[src/rtl/m_seq_pkg.sv]
// m_seq_pkg: shared constants and state encoding for the 8-bit m-sequence blocks
package m_seq_pkg;
  localparam logic [7:0] POLY_TAPS = 8'b0111_0001;
  localparam int SEQ_LEN = 255;
  typedef enum logic [1:0] {
    ACQUIRE = 2'd0,
    VERIFY  = 2'd1,
    LOCKED  = 2'd2
  } state_e;
  function automatic logic [7:0] rev8(input logic [7:0] v);
    for (int i = 0; i < 8; i++) rev8[i] = v[7-i];
  endfunction
  localparam logic [7:0] REC_MASK = rev8(POLY_TAPS);
endpackage

[src/rtl/m_seq_8bit_pred.sv]
// m_seq_8bit_pred: received-bit history and next-bit prediction from the recurrence
module m_seq_8bit_pred
  import m_seq_pkg::*;
(
  input  logic       clk,
  input  logic       rst,
  input  logic       shift_i,
  input  logic       sel_pred_i,
  input  logic       rx_bit_i,
  output logic       pred_o,
  output logic [7:0] hist_shift_o
);
  logic [7:0] hist_q, hist_d;
  assign pred_o       = ^(hist_q & REC_MASK);
  assign hist_shift_o = {hist_q[6:0], sel_pred_i ? pred_o : rx_bit_i};
  // shift in either the received bit or the flywheel prediction
  always_comb hist_d = shift_i ? hist_shift_o : hist_q;
  // history register
  always_ff @(posedge clk)
    if (rst) hist_q <= '0;
    else hist_q <= hist_d;
endmodule

[src/rtl/m_seq_8bit_check.sv]
// m_seq_8bit_check: lock, flywheel-check and error counting for the 8-bit m-sequence
module m_seq_8bit_check
  import m_seq_pkg::*;
#(
  parameter int LOCK_CNT = 16,
  parameter int LOSS_WIN = 64,
  parameter int LOSS_THR = 8
) (
  input  logic        clk,
  input  logic        rst,
  input  logic        rx_bit_i,
  input  logic        rx_valid_i,
  input  logic        clr_cnt_i,
  output logic        locked_o,
  output logic        err_pulse_o,
  output logic [15:0] err_cnt_o,
  output logic [31:0] bit_cnt_o
);
  localparam logic [7:0] LOCK_C = 8'(LOCK_CNT);
  localparam logic [7:0] WIN_C  = 8'(LOSS_WIN);
  localparam logic [7:0] THR_C  = 8'(LOSS_THR);
  state_e      state_q, state_d;
  logic [3:0]  fill_q, fill_d;
  logic [7:0]  match_q, match_d, win_q, win_d, werr_q, werr_d, win_n, werr_n;
  logic [15:0] err_cnt_q, err_cnt_d, err_base;
  logic [31:0] bit_cnt_q, bit_cnt_d, bit_base;
  logic        locked_q, err_pulse_q, pred, err, count;
  logic [7:0]  hist_shift;

  m_seq_8bit_pred u_pred (
    .clk          (clk),
    .rst          (rst),
    .shift_i      (rx_valid_i),
    .sel_pred_i   (state_q == LOCKED),
    .rx_bit_i     (rx_bit_i),
    .pred_o       (pred),
    .hist_shift_o (hist_shift)
  );

  assign err    = rx_bit_i ^ pred;
  assign count  = rx_valid_i && state_q == LOCKED;
  assign win_n  = win_q + 8'd1;
  assign werr_n = werr_q + 8'(err);

  // lock FSM: fill, verify run of matches, then window-based loss detection
  always_comb begin
    state_d = state_q;
    fill_d  = fill_q;
    match_d = match_q;
    win_d   = win_q;
    werr_d  = werr_q;
    if (rx_valid_i)
      unique case (state_q)
        ACQUIRE: begin
          fill_d  = fill_q + 4'd1;
          state_d = fill_q == 4'd7 ? VERIFY : ACQUIRE;
          match_d = '0;
        end
        VERIFY: begin
          match_d = err || match_q + 8'd1 == LOCK_C ? '0 : match_q + 8'd1;
          state_d = !err && match_q + 8'd1 == LOCK_C && hist_shift != '0 ? LOCKED : VERIFY;
        end
        LOCKED: begin
          if (werr_n == THR_C) begin
            state_d = ACQUIRE;
            fill_d  = '0;
            match_d = '0;
            win_d   = '0;
            werr_d  = '0;
          end else begin
            win_d  = win_n == WIN_C ? '0 : win_n;
            werr_d = win_n == WIN_C ? '0 : werr_n;
          end
        end
        default: state_d = ACQUIRE;
      endcase
  end

  // saturating counters; a clear takes effect before the bit of the same cycle is counted
  always_comb begin
    err_base  = clr_cnt_i ? '0 : err_cnt_q;
    bit_base  = clr_cnt_i ? '0 : bit_cnt_q;
    err_cnt_d = err_base + 16'(count && err && !(&err_base));
    bit_cnt_d = bit_base + 32'(count && !(&bit_base));
  end

  // state, counters and registered outputs
  always_ff @(posedge clk)
    if (rst) begin
      state_q     <= ACQUIRE;
      fill_q      <= '0;
      match_q     <= '0;
      win_q       <= '0;
      werr_q      <= '0;
      err_cnt_q   <= '0;
      bit_cnt_q   <= '0;
      locked_q    <= 1'b0;
      err_pulse_q <= 1'b0;
    end else begin
      state_q     <= state_d;
      fill_q      <= fill_d;
      match_q     <= match_d;
      win_q       <= win_d;
      werr_q      <= werr_d;
      err_cnt_q   <= err_cnt_d;
      bit_cnt_q   <= bit_cnt_d;
      locked_q    <= state_d == LOCKED;
      err_pulse_q <= count && err;
    end

  assign locked_o    = locked_q;
  assign err_pulse_o = err_pulse_q;
  assign err_cnt_o   = err_cnt_q;
  assign bit_cnt_o   = bit_cnt_q;
endmodule

[config.mk]
export PLATFORM = sky130hd
export DESIGN_NAME = m_seq_8bit_check
export DESIGN_NICKNAME = d
export VERILOG_FILES = /design/src/rtl/m_seq_pkg.sv /design/src/rtl/m_seq_8bit_pred.sv /design/src/rtl/m_seq_8bit_check.sv
export SDC_FILE = /design/constraint.sdc
export NUM_CORES = 1
export LEC_CHECK = 0
export ABC_AREA = 1
export ABC_CLOCK_PERIOD_IN_PS = 3200
export CAP_MARGIN = 20
export CORE_MARGIN = 5
export CORE_UTILIZATION = 50
export DETAILED_ROUTE_END_ITERATION = 12
export PLACE_DENSITY_LB_ADDON = 0.1
export SYNTH_ARGS = -nofsm -noshare
export SYNTH_HDL_FRONTEND = slang
export SYNTH_SLANG_ARGS = --single-unit
export TNS_END_PERCENT = 30
[constraint.sdc]
create_clock -name clk -period 3.2 [get_ports clk]
set_input_delay 0.32 -clock clk [delete_from_list [all_inputs] [get_ports clk]]
set_output_delay 0.32 -clock clk [all_outputs]
set_load 0.02 [all_outputs]
# Yosys cells after proc, flatten, opt, wreduce, memory -nomap -nowiden
# Index checks and enable logic that the tools add are counted.
# totals
reg_bits	88
latch_bits	0
ramBits	0
rom_bits	0
output_inout_bits	50
word_cells	62
memories	0
# classes
add_sub_neg	6
mul	0
n_div	0
order_cmp	0
n_eq_ne	8
shifts	0
mux	17
bitwise_logic	1
n_reduce_logical	20
# op_table
op	n
8-bit 2-to-1 mux	6
32-bit by 1-bit adder with 32-bit output	1
32-bit 2-to-1 mux	1
32-bit AND reduction	1
8-bit one-hot mux with 3 select lines	1
16-bit by 1-bit adder with 16-bit output	1
8-bit by 1-bit adder with 8-bit output, second input constant	2
16-bit 2-to-1 mux	1
16-bit AND reduction	1
8-bit by 1-bit adder with 8-bit output	1
8-bit by 4-bit == test with 1-bit output, second input constant	1
8-bit by 5-bit == test with 1-bit output, second input constant	1
8-bit by 7-bit == test with 1-bit output, second input constant	1
4-bit one-hot mux with 2 select lines	1
8-bit nonzero test	1
8-bit parity	1
1-bit logical AND	6
2-bit 2-to-1 mux	3
2-bit one-hot mux with 3 select lines	1
3-bit AND reduction	2
4-bit by 1-bit adder with 4-bit output, second input constant	1
2-bit == test, second input constant	2
4-bit by 3-bit == test with 1-bit output, second input constant	1
4-bit 2-to-1 mux	1
10 further kinds	13

# Longest topological paths before layout
# Gate-level depths: netlist of the first run.
# logic_depth
ltp_word	9
ltp_mapped	22
ltp_nobuf	21

# Cells and area by module
# A second synthesis of the first run with hierarchy kept.
# hier_totals
cells_unflattened	802
hier_area_um2	5307.6
# by_module_without_submodules
module	instances	cells_each	area_per_inst_um2	seq_area_each_um2
m_seq_8bit_check	1	743	4888.4	1601.5
m_seq_8bit_pred	1	59	419.2	160.2

# Least setup slack after synthesis of the first run
# No wires, ideal clock.
# synth_path
path_type	reg-to-reg
startpoint	register state_q[1]
endpoint	register bit_cnt_q[22], in the netlist bit_cnt_o[22]
setup_ps	120
t_arrival_ps	2549
required_ps	3080
setup_slack_ps	531
stages_incl_launch_ff	19
n_path_buf	1
synth_period_minus_slack_ps	2669
cell_sequence	dfxtp_1 -> inv_1 -> nor2_2 -> inv_1 -> nor2_4 -> inv_2 -> clkbuf_1 -> a21oi_1 -> ha_1 -> ha_1 -> inv_1 -> nor2_2 -> nand2_1 -> nor2_2 -> nand2_1 -> nor2_1 -> nand4_1 -> o21ai_0 -> a21oi_1
# synth_via
elab_chain_len	4
# synth_rtl
element	line	rtl
from (decl)	m_seq_8bit_check.sv:22	state_e state_q, state_d;
from (signal assigned)	m_seq_8bit_check.sv:100	state_q <= state_d;
2-bit == test	m_seq_8bit_check.sv:41	assign count = rx_valid_i && state_q == LOCKED;
1-bit logical AND	m_seq_8bit_check.sv:41	
1-bit logical AND	m_seq_8bit_check.sv:84	bit_cnt_d = bit_base + 32'(count && !(&bit_base));
32-bit by 1-bit adder with 32-bit output	m_seq_8bit_check.sv:84	
to (signal assigned)	m_seq_8bit_check.sv:106	bit_cnt_q <= bit_cnt_d;
to (decl)	m_seq_8bit_check.sv:26	logic [31:0] bit_cnt_q, bit_cnt_d, bit_base;
# Every way passes these cells.
# A chain may end at the register's enable or synchronous reset.

# Worst setup path after layout of the first run
# layout_path
startpoint	input port clr_cnt_i
endpoint	register bit_cnt_q[22], in the netlist bit_cnt_o[22]
# layout_via
elab_chain_len	5
# layout_rtl
element	line	rtl
from (decl)	m_seq_8bit_check.sv:13	input logic clr_cnt_i,
32-bit 2-to-1 mux (*)	m_seq_8bit_check.sv:82	bit_base = clr_cnt_i ? '0 : bit_cnt_q;
32-bit AND reduction	m_seq_8bit_check.sv:84	
1-bit logical NOT	m_seq_8bit_check.sv:84	
1-bit logical AND	m_seq_8bit_check.sv:84	
32-bit by 1-bit adder with 32-bit output (*)	m_seq_8bit_check.sv:84	
# Every way passes the cells marked *; elsewhere a longest branch is shown, timed or not.

==> results of run 1 <==
## timing repair
| action | CTS | global route |
|---|---|---|
| endpoints found under the setup margin | 0 | 5 |
| hold buffers | 0 | 0 |
| resized for setup | 0 | 3 |
| buffers inserted | 0 | 3 |
## sequential cells by signal (all words and copies together), names as in the netlist
name,flops
bit_cnt_o,32
err_cnt_o,16
match_q,8
u_pred.hist_q,8
werr_q,8
win_q,8
fill_q,4
state_q,2
err_pulse_o,1
locked_o,1
## per-stage QoR
| stage | setup TNS [ns] | instances |
|---|---|---|
| 3_5_place_dp | -0.0242 | 931 |
| 6_report | 0 | 950 |
| 2_1_floorplan | 0 | 739 |
| 5_1_grt | 0 | 950 |
| 4_1_cts | 0 | 947 |
| 3_3_place_gp | 0 | 931 |
## cells by family (layout without fill, tap and decap cells)
| kind of cell | count (synthesis) | count (layout) | synth area share |
|---|---|---|---|
| simple gates | 397 | 397 | 0.367 |
| buf+inv | 117 | 199 | 0.0955 |
| compound gates | 110 | 110 | 0.117 |
| flops | 88 | 88 | 0.364 |
| xor+xnor | 17 | 17 | 0.0308 |
| fa+ha+maj | 10 | 10 | 0.0259 |
## worst register-to-register path: cells and delay by family, from the launching register on
family / cells / cell delay, ns
XOR/XNOR: 1 / 0.20
adder cells (fa/ha/maj): 2 / 0.47
buffers and inverters: 2 / 0.20
flip-flops: 1 / 0.40
AND/OR/NAND/NOR: 15 / 1.53
## worst max path at each step
stage | slack, ns | start | cells past startpoint | to
after floorplan | 0.53 | state_q[1]$_SDFF_PP0_ | 18 | bit_cnt_o[22]$_SDFF_PP0_
after global placement | 0.08 | clr_cnt_i | 21 | bit_cnt_o[28]$_SDFF_PP0_
after detailed placement | -0.02 | clr_cnt_i | 21 | bit_cnt_o[22]$_SDFF_PP0_
after CTS | 0.19 | state_q[1]$_SDFF_PP0_ | 17 | bit_cnt_o[22]$_SDFF_PP0_
after global routing | 0.01 | clr_cnt_i | 21 | bit_cnt_o[22]$_SDFF_PP0_
final | 0.29 | clr_cnt_i | 21 | bit_cnt_o[22]$_SDFF_PP0_
## power by group through the flow
stage | clock, mW | sequential, mW | combinational (mW)
finish | 0.727 | 1.12 | 0.129
CTS | 0.745 | 1.12 | 0.127
global placement | 0 | 1.14 | 0.123
global route | 0.799 | 1.12 | 0.147
detailed placement | 0 | 1.14 | 0.126
floorplan | 0 | 1.14 | 0.0924
## per-layer routing
layer,GRT usage,up-vias
li1,-,2540
met2,0.353,111
met1,0.290,2221
met4,0.0532,0
met5,0,-
met3,0.0424,14
## cell type report
class / count / area share
clock buffer: 11 / 0.0241
clock inverter: 5 / 0.00662
inverter: 99 / 0.0638
multi-input combinational: 534 / 0.446
sequential: 88 / 0.301
tap: 129 / 0.0275
timing repair buffer: 84 / 0.131
## cells in the final DEF, fill, tap and decap left out, types with 12 or more instances in the layout
cell type,instances
inv_1,92
o21ai_0,39
buf_4,30
xor2_1,12
nor3_1,23
dfxtp_1,87
nand2_1,155
a21oi_1,57
nor2_1,120
clkdlybuf4s50_1,54
nand4_1,18
nand3_1,47
==> summary.txt, run 1 <==
Final layout
  • FF/Latch Area: 0.00176 mm²
  • Multi-input logic area: 0.00262 mm²
  • Area delta synth->final: 21.2%
  • Final Util: 0.628
  • Proportion of layout cells with a drive suffix above 1: 0.0962
  • Nets: 831
  • Post-route cell area: 0.00586 mm²
  • Fillcell total: 891
  • # diodes: 0

Floorplan
  • Die Width: 108 µm
  • Die area: 0.0117 mm²
  • Core area: 0.00933 mm²
  • # rows: 35
  • Initial Utilization: 0.518
  • Io pins: 55
  • Die Ht: 108 µm

STA
  • Slew margin rel.: 0.600
  • Max Fclk: 343 MHz
  • PnR worst setup slack: 0.287 ns
  • Post-Route Skew: 0.00877 ns
  • Final hold violation count: 0
  • Worst Tran Pin Value: 0.600 ns
  • Worst hold slack: 0.475 ns
  • Final Setup Violations: 0
  • Period utilization: 0.910
  • Max Transition Viols Final: 0
  • Unrepaired setup endpoints after global routing: false
  • Post-route minimum period: 2.91 ns

GRT
  • Initial antenna violation count: 0
  • First-pass GRT wire length: 20500 µm
  • Vias in the first global route: 4494
  • Largest net degree at the start of global routing: 45
  • GRT Util Overall: 0.215
  • Total gr overflow: 0

Power and ir drop
  • Pwr dens: 337 mW/mm²
  • Sw frac: 0.261
  • Tot Pwr: 1.97 mW
  • Reg power frac: 0.567
  • Leak: 2.23 nW
  • Worst vdd ir: 0.235 mV
  • Internal: 1.46 mW
  • P_sw: 516 µW
  • Clock Power Share: 0.368
  • Combinational power share: 0.065

Worst setup path
  • Max stage delay cell, worst path: clkdlybuf4s50_1
  • CP endpoint kind: register
  • CP dominant cell by count: nand2_1
  • Worst R2R End: match_q[2]$_SDFFE_PP0P_
  • CP peak stage delay: 0.52 ns
  • Setup crit start kind: primary input
  • CP bufs+invs: 5
  • Flop2flop setup slack: 0.30 ns
  • Top delay family on crit path: simple AND/OR/NAND/NOR gates
  • Critical path type: primary input to register
  • CP max FO: 11
  • Worst endpoint required time: 3.44 ns
  • CP Data Arrival Time: 3.15 ns
  • Worst r2r src: u_pred.hist_q[3]$_SDFFE_PP0P_
  • R2R depth: 20
  • CP cell instances: clkdlybuf4s50_1, inv_4, buf_4, nand2_1, nor2_1, nand2_1, inv_1, nand4_1, nor3_1, a21oi_1, ha_1, ha_1, inv_1, nor2_2, nand2_1, nor2_2, nand2_1, nor2_1, nand4_1, o21ai_0, a21oi_1

Drt
  • Met2 WL post-DR: 5640 µm
  • Drt initial violations: 259
  • Uppermost layer routed: met4
  • Vias/cell: 5.14
  • Met3 wire length: 563 µm
  • Drt drc: 0
  • Post-detailed-route wirelength per cell: 12.8 µm
  • Final WL: 12100 µm
  • Vias: 4886
  • DRT antenna net count: 0
  • DRT Pass-1 Iters: 5
  • Routed met1 length: 5780 µm

Synthesis
  • Syn. warnings: 0
  • Synth area leaders: dfxtp_1 (36%), nand2_1 (12%), nor2_1 (9.3%), inv_1 (7.1%), a21oi_1 (5.9%)
  • Sequential share of the synthesized area: 0.364
  • Count leader, synth: nand2_1
  • Top-area cell type share of the netlist area: 0.364
  • Post-Syn Instances: 739
  • Top cells by count, synth: nand2_1 (155), nor2_1 (120), inv_1 (92), dfxtp_1 (88), a21oi_1 (57)
  • Post-synth cell types: 32
  • Synth Register Bits: 88
  • EDFF count, synth: 0
  • Cell taking the most area after synthesis: dfxtp_1
  • Mean area per synthesized cell: 6.54 µm²
  • Synth Cell Area: 0.00483 mm²
  • Syn_nets: 754
  • Ys async rst share: 0
  • Top FF cell, synth: dfxtp_1

CTS
  • CTS root buffer: clkbuf_8
  • Max clock buf depth: 2
  • Clock Latency Late Sink: 0.35 ns
  • Total CTS buffers: 9
  • Clk sink count: 88
  • CTS tree: yes
  • H-tree depth: 3
  • Reg clk slew, reported paths: 0.09 ns

Placed design
  • Post-DP Area: 0.00565 mm²
  • Port bufs: 54
  • Routability-driven placement congestion ratio: 0.969
  • Detailed placement HPWL: 9050 µm
  • Place WS: -0.0201 ns

Hold path
  • Worst min-delay path category: register to register
  • Worst hold endpoint: werr_q[0]$_SDFFE_PP0P_
  • Hold path cells: 2
  • Hold Startpoint: werr_q[0]$_SDFFE_PP0P_

Flow run
  • MaxCap Viol Count: 0

Status
  • Status: finished, final reports clean
No activity file was read; power rests on OpenSTA's default activity.
==> run 2, diff against run 1 <==
--- a/config.mk
+++ b/config.mk
@@ -6,7 +6,7 @@
 export NUM_CORES = 1
 export LEC_CHECK = 0
 export ABC_AREA = 1
-export ABC_CLOCK_PERIOD_IN_PS = 3200
+export ABC_CLOCK_PERIOD_IN_PS = 3700
 export CAP_MARGIN = 20
 export CORE_MARGIN = 5
 export CORE_UTILIZATION = 50
==> constraint.sdc (replaced) <==
create_clock -name clk -period 3.7 [get_ports clk]
set_input_delay 0.37 -clock clk [delete_from_list [all_inputs] [get_ports clk]]
set_output_delay 0.37 -clock clk [all_outputs]
set_load 0.02 [all_outputs]
==> run 2 against run 1 <==
Final cell count fell by 2.4%. Sequential power is 14% lower. Critical path depth fell by 2. Die area is the same. Global-route usage down 1.2 points. Critical path type unchanged. Largest cell class unchanged. Largest power group unchanged.
==> summary.txt, run 2 (synthesized netlist as in run 1, its figures left out) <==
CTS
  • CTS root buffer: clkbuf_8
  • Max clock buf depth: 2
  • H-tree depth: 3
  • Clock Latency Late Sink: 0.36 ns
  • CTS tree: yes
  • CTS resizes: 0
  • Post-CTS Setup Inserts: 0
  • Clk sink count: 88
  • Total CTS buffers: 9
  • CTS Hold Bufs: 0
  • Reg clk slew, reported paths: 0.09 ns

Placed design
  • Detailed placement HPWL: 8650 µm
  • Place WS: 0.175 ns
  • Routability-driven placement congestion ratio: 0.886
  • Port bufs: 54

Drt
  • Drt initial violations: 259
  • Final WL: 11700 µm
  • DRT Pass-1 Iters: 5
  • Vias: 4762
  • Vias/cell: 5.14
  • DRT antenna net count: 0
  • Post-detailed-route wirelength per cell: 12.6 µm
  • Drt drc: 0

Power and ir drop
  • Leak: 2.12 nW
  • Reg power frac: 0.563
  • P_sw: 445 µW
  • Sw frac: 0.259
  • Worst vdd ir: 0.218 mV
  • Pwr dens: 302 mW/mm²
  • Clock Power Share: 0.376
  • Internal: 1.27 mW
  • Combinational power share: 0.061

Final layout
  • # diodes: 0
  • Proportion of layout cells with a drive suffix above 1: 0.0702
  • Max reg flops: 32
  • Nets: 808
  • Most common cell after layout, fill and taps aside: nand2_1
  • Fillcell total: 926
  • Most frequent cells in the layout: nand2_1 (155), nor2_1 (120), inv_1 (92), dfxtp_1 (88), a21oi_1 (57)
  • Final Util: 0.610
  • Area delta synth->final: 17.7%

STA
  • Period utilization: 0.861
  • Final Setup Violations: 0
  • Max Fclk: 314 MHz
  • Post-route minimum period: 3.19 ns
  • Post-Route Skew: 0.0136 ns
  • Slew margin rel.: 0.616
  • Setup TNS Final: 0 ns
  • Final hold violation count: 0
  • PnR worst setup slack: 0.515 ns
  • Worst Tran Pin Value: 0.575 ns
  • Unrepaired setup endpoints after global routing: false
  • Max Transition Viols Final: 0

GRT
  • First-pass GRT wire length: 19400 µm
  • GRT Util Overall: 0.202
  • Vias in the first global route: 4293
  • Total gr overflow: 0
  • Initial antenna violation count: 0
  • Largest net degree at the start of global routing: 45

Worst setup path
  • CP peak stage delay: 0.45 ns
  • Worst r2r src: u_pred.hist_q[2]$_SDFFE_PP0P_
  • Critical path origin: clr_cnt_i
  • Critical path type: primary input to register
  • Setup crit start kind: primary input
  • Worst endpoint required time: 3.93 ns
  • CP bufs+invs: 4
  • Top delay family on crit path: simple AND/OR/NAND/NOR gates
  • CP cell instances: clkdlybuf4s50_1, inv_2, buf_4, nand2_1, nor3_1, nand4_1, nor3_1, a21oi_1, ha_1, ha_1, inv_1, nor2_2, nand2_1, nor2_2, nand2_1, nor2_1, nand3_1, xnor2_1, nor2_1
  • CP dominant cell by count: nand2_1
  • CP max FO: 13
  • Critical Path Sink: bit_cnt_o[28]$_SDFF_PP0_
  • R2R depth: 20
  • Flop2flop setup slack: 0.83 ns
  • CP Data Arrival Time: 3.41 ns
  • Critical path depth in cells: 19
  • Max stage delay cell, worst path: nor3_1
  • Worst R2R End: match_q[2]$_SDFFE_PP0P_
  • CP endpoint kind: register

Floorplan
  • # rows: 35
  • Die area: 0.0117 mm²
  • Initial Utilization: 0.518
  • Die Ht: 108 µm
  • Die Width: 108 µm
  • Core area: 0.00933 mm²
  • Io pins: 55

Status
  • Status: finished, final reports clean

Hold path
  • Worst min-delay path category: register to register

Flow run
  • MaxCap Viol Count: 0
==> run 2: cell types whose count changed in the layout (fill, tap and decap cells not counted) <==
cell | previous run | this run
buf_4 | 30 | 7
clkbuf_1 | 1 | 0
clkbuf_8 | 10 | 11
clkinv_2 | 1 | 0
clkinvlp_4 | 1 | 3
dfxtp_1 | 87 | 88
dfxtp_2 | 1 | 0
inv_2 | 6 | 7
inv_4 | 1 | 0
inv_6 | 2 | 1
nor2_2 | 9 | 10
nor2_4 | 4 | 3
==> run 2: routing by layer <==
metal / track usage / share of wire / wire [µm] / up-vias
met5: 0 / 0 / 0 / -
met4: 0.0658 / 0.015 / 181 / 0
met3: 0.0322 / 0.053 / 623 / 18
met2: 0.324 / 0.45 / 5290 / 118
met1: 0.278 / 0.48 / 5580 / 2138
li1: - / - / - / 2488
==> run 2: worst min-delay path by stage <==
stage | endpoint | depth (start not counted) | start
finish | werr_q[7]$_SDFFE_PP0P_ | 2 | werr_q[7]$_SDFFE_PP0P_
detailed placement | werr_q[7]$_SDFFE_PP0P_ | 2 | werr_q[7]$_SDFFE_PP0P_
floorplan | werr_q[0]$_SDFFE_PP0P_ | 2 | werr_q[0]$_SDFFE_PP0P_
global route | werr_q[7]$_SDFFE_PP0P_ | 2 | werr_q[7]$_SDFFE_PP0P_
global placement | werr_q[0]$_SDFFE_PP0P_ | 2 | werr_q[0]$_SDFFE_PP0P_
CTS | werr_q[7]$_SDFFE_PP0P_ | 2 | werr_q[7]$_SDFFE_PP0P_
==> run 2: area by class of cell <==
cell class,instances,area [µm²],share of cell area
well taps,129,161,0.0284
repair buffers,61,593,0.104
flip-flops and latches,88,1760,0.310
clock buffers,11,151,0.0266
inverters,99,372,0.0653
multi-input cells,534,2610,0.459
clock inverters,5,40.0,0.00704
==> run 2: stage by stage <==
step	power [mW]	cell area, µm²	hold WS, ns	cells
2_1_floorplan	1.07	4830	0.450	739
3_3_place_gp	1.09	5500	0.459	911
3_5_place_dp	1.09	5500	0.468	911
4_1_cts	1.73	5690	0.483	927
5_1_grt	1.79	5690	0.506	927
6_report	1.72	5690	0.479	927
==> run 2: worst register-to-register path, cell delays in order, from the launching register on <==
cell and delay (ns):
dfxtp_1 0.35, nor2_1 0.18, nor2_1 0.08, nand2_1 0.11, nand2_1 0.07, nand2_1 0.08, nand2_1 0.11, ha_1 0.24
ha_1 0.22, xnor2_1 0.20, nand2_1 0.08, nor2_1 0.09, nand2_1 0.05, nor2_1 0.17, nand2_4 0.12, nand2_4 0.13
nand2_4 0.09, nand2_4 0.16, inv_1 0.10, nor2_1 0.12, nor2_1 0.05
==> run 2: power groups by stage <==
stage | Combinational [mW] | Clock [mW] | Sequential, mW
2_1_floorplan | 0.0799 | 0 | 0.987
3_3_place_gp | 0.103 | 0 | 0.989
3_5_place_dp | 0.105 | 0 | 0.990
4_1_cts | 0.105 | 0.662 | 0.968
5_1_grt | 0.120 | 0.703 | 0.970
6_report | 0.105 | 0.647 | 0.968
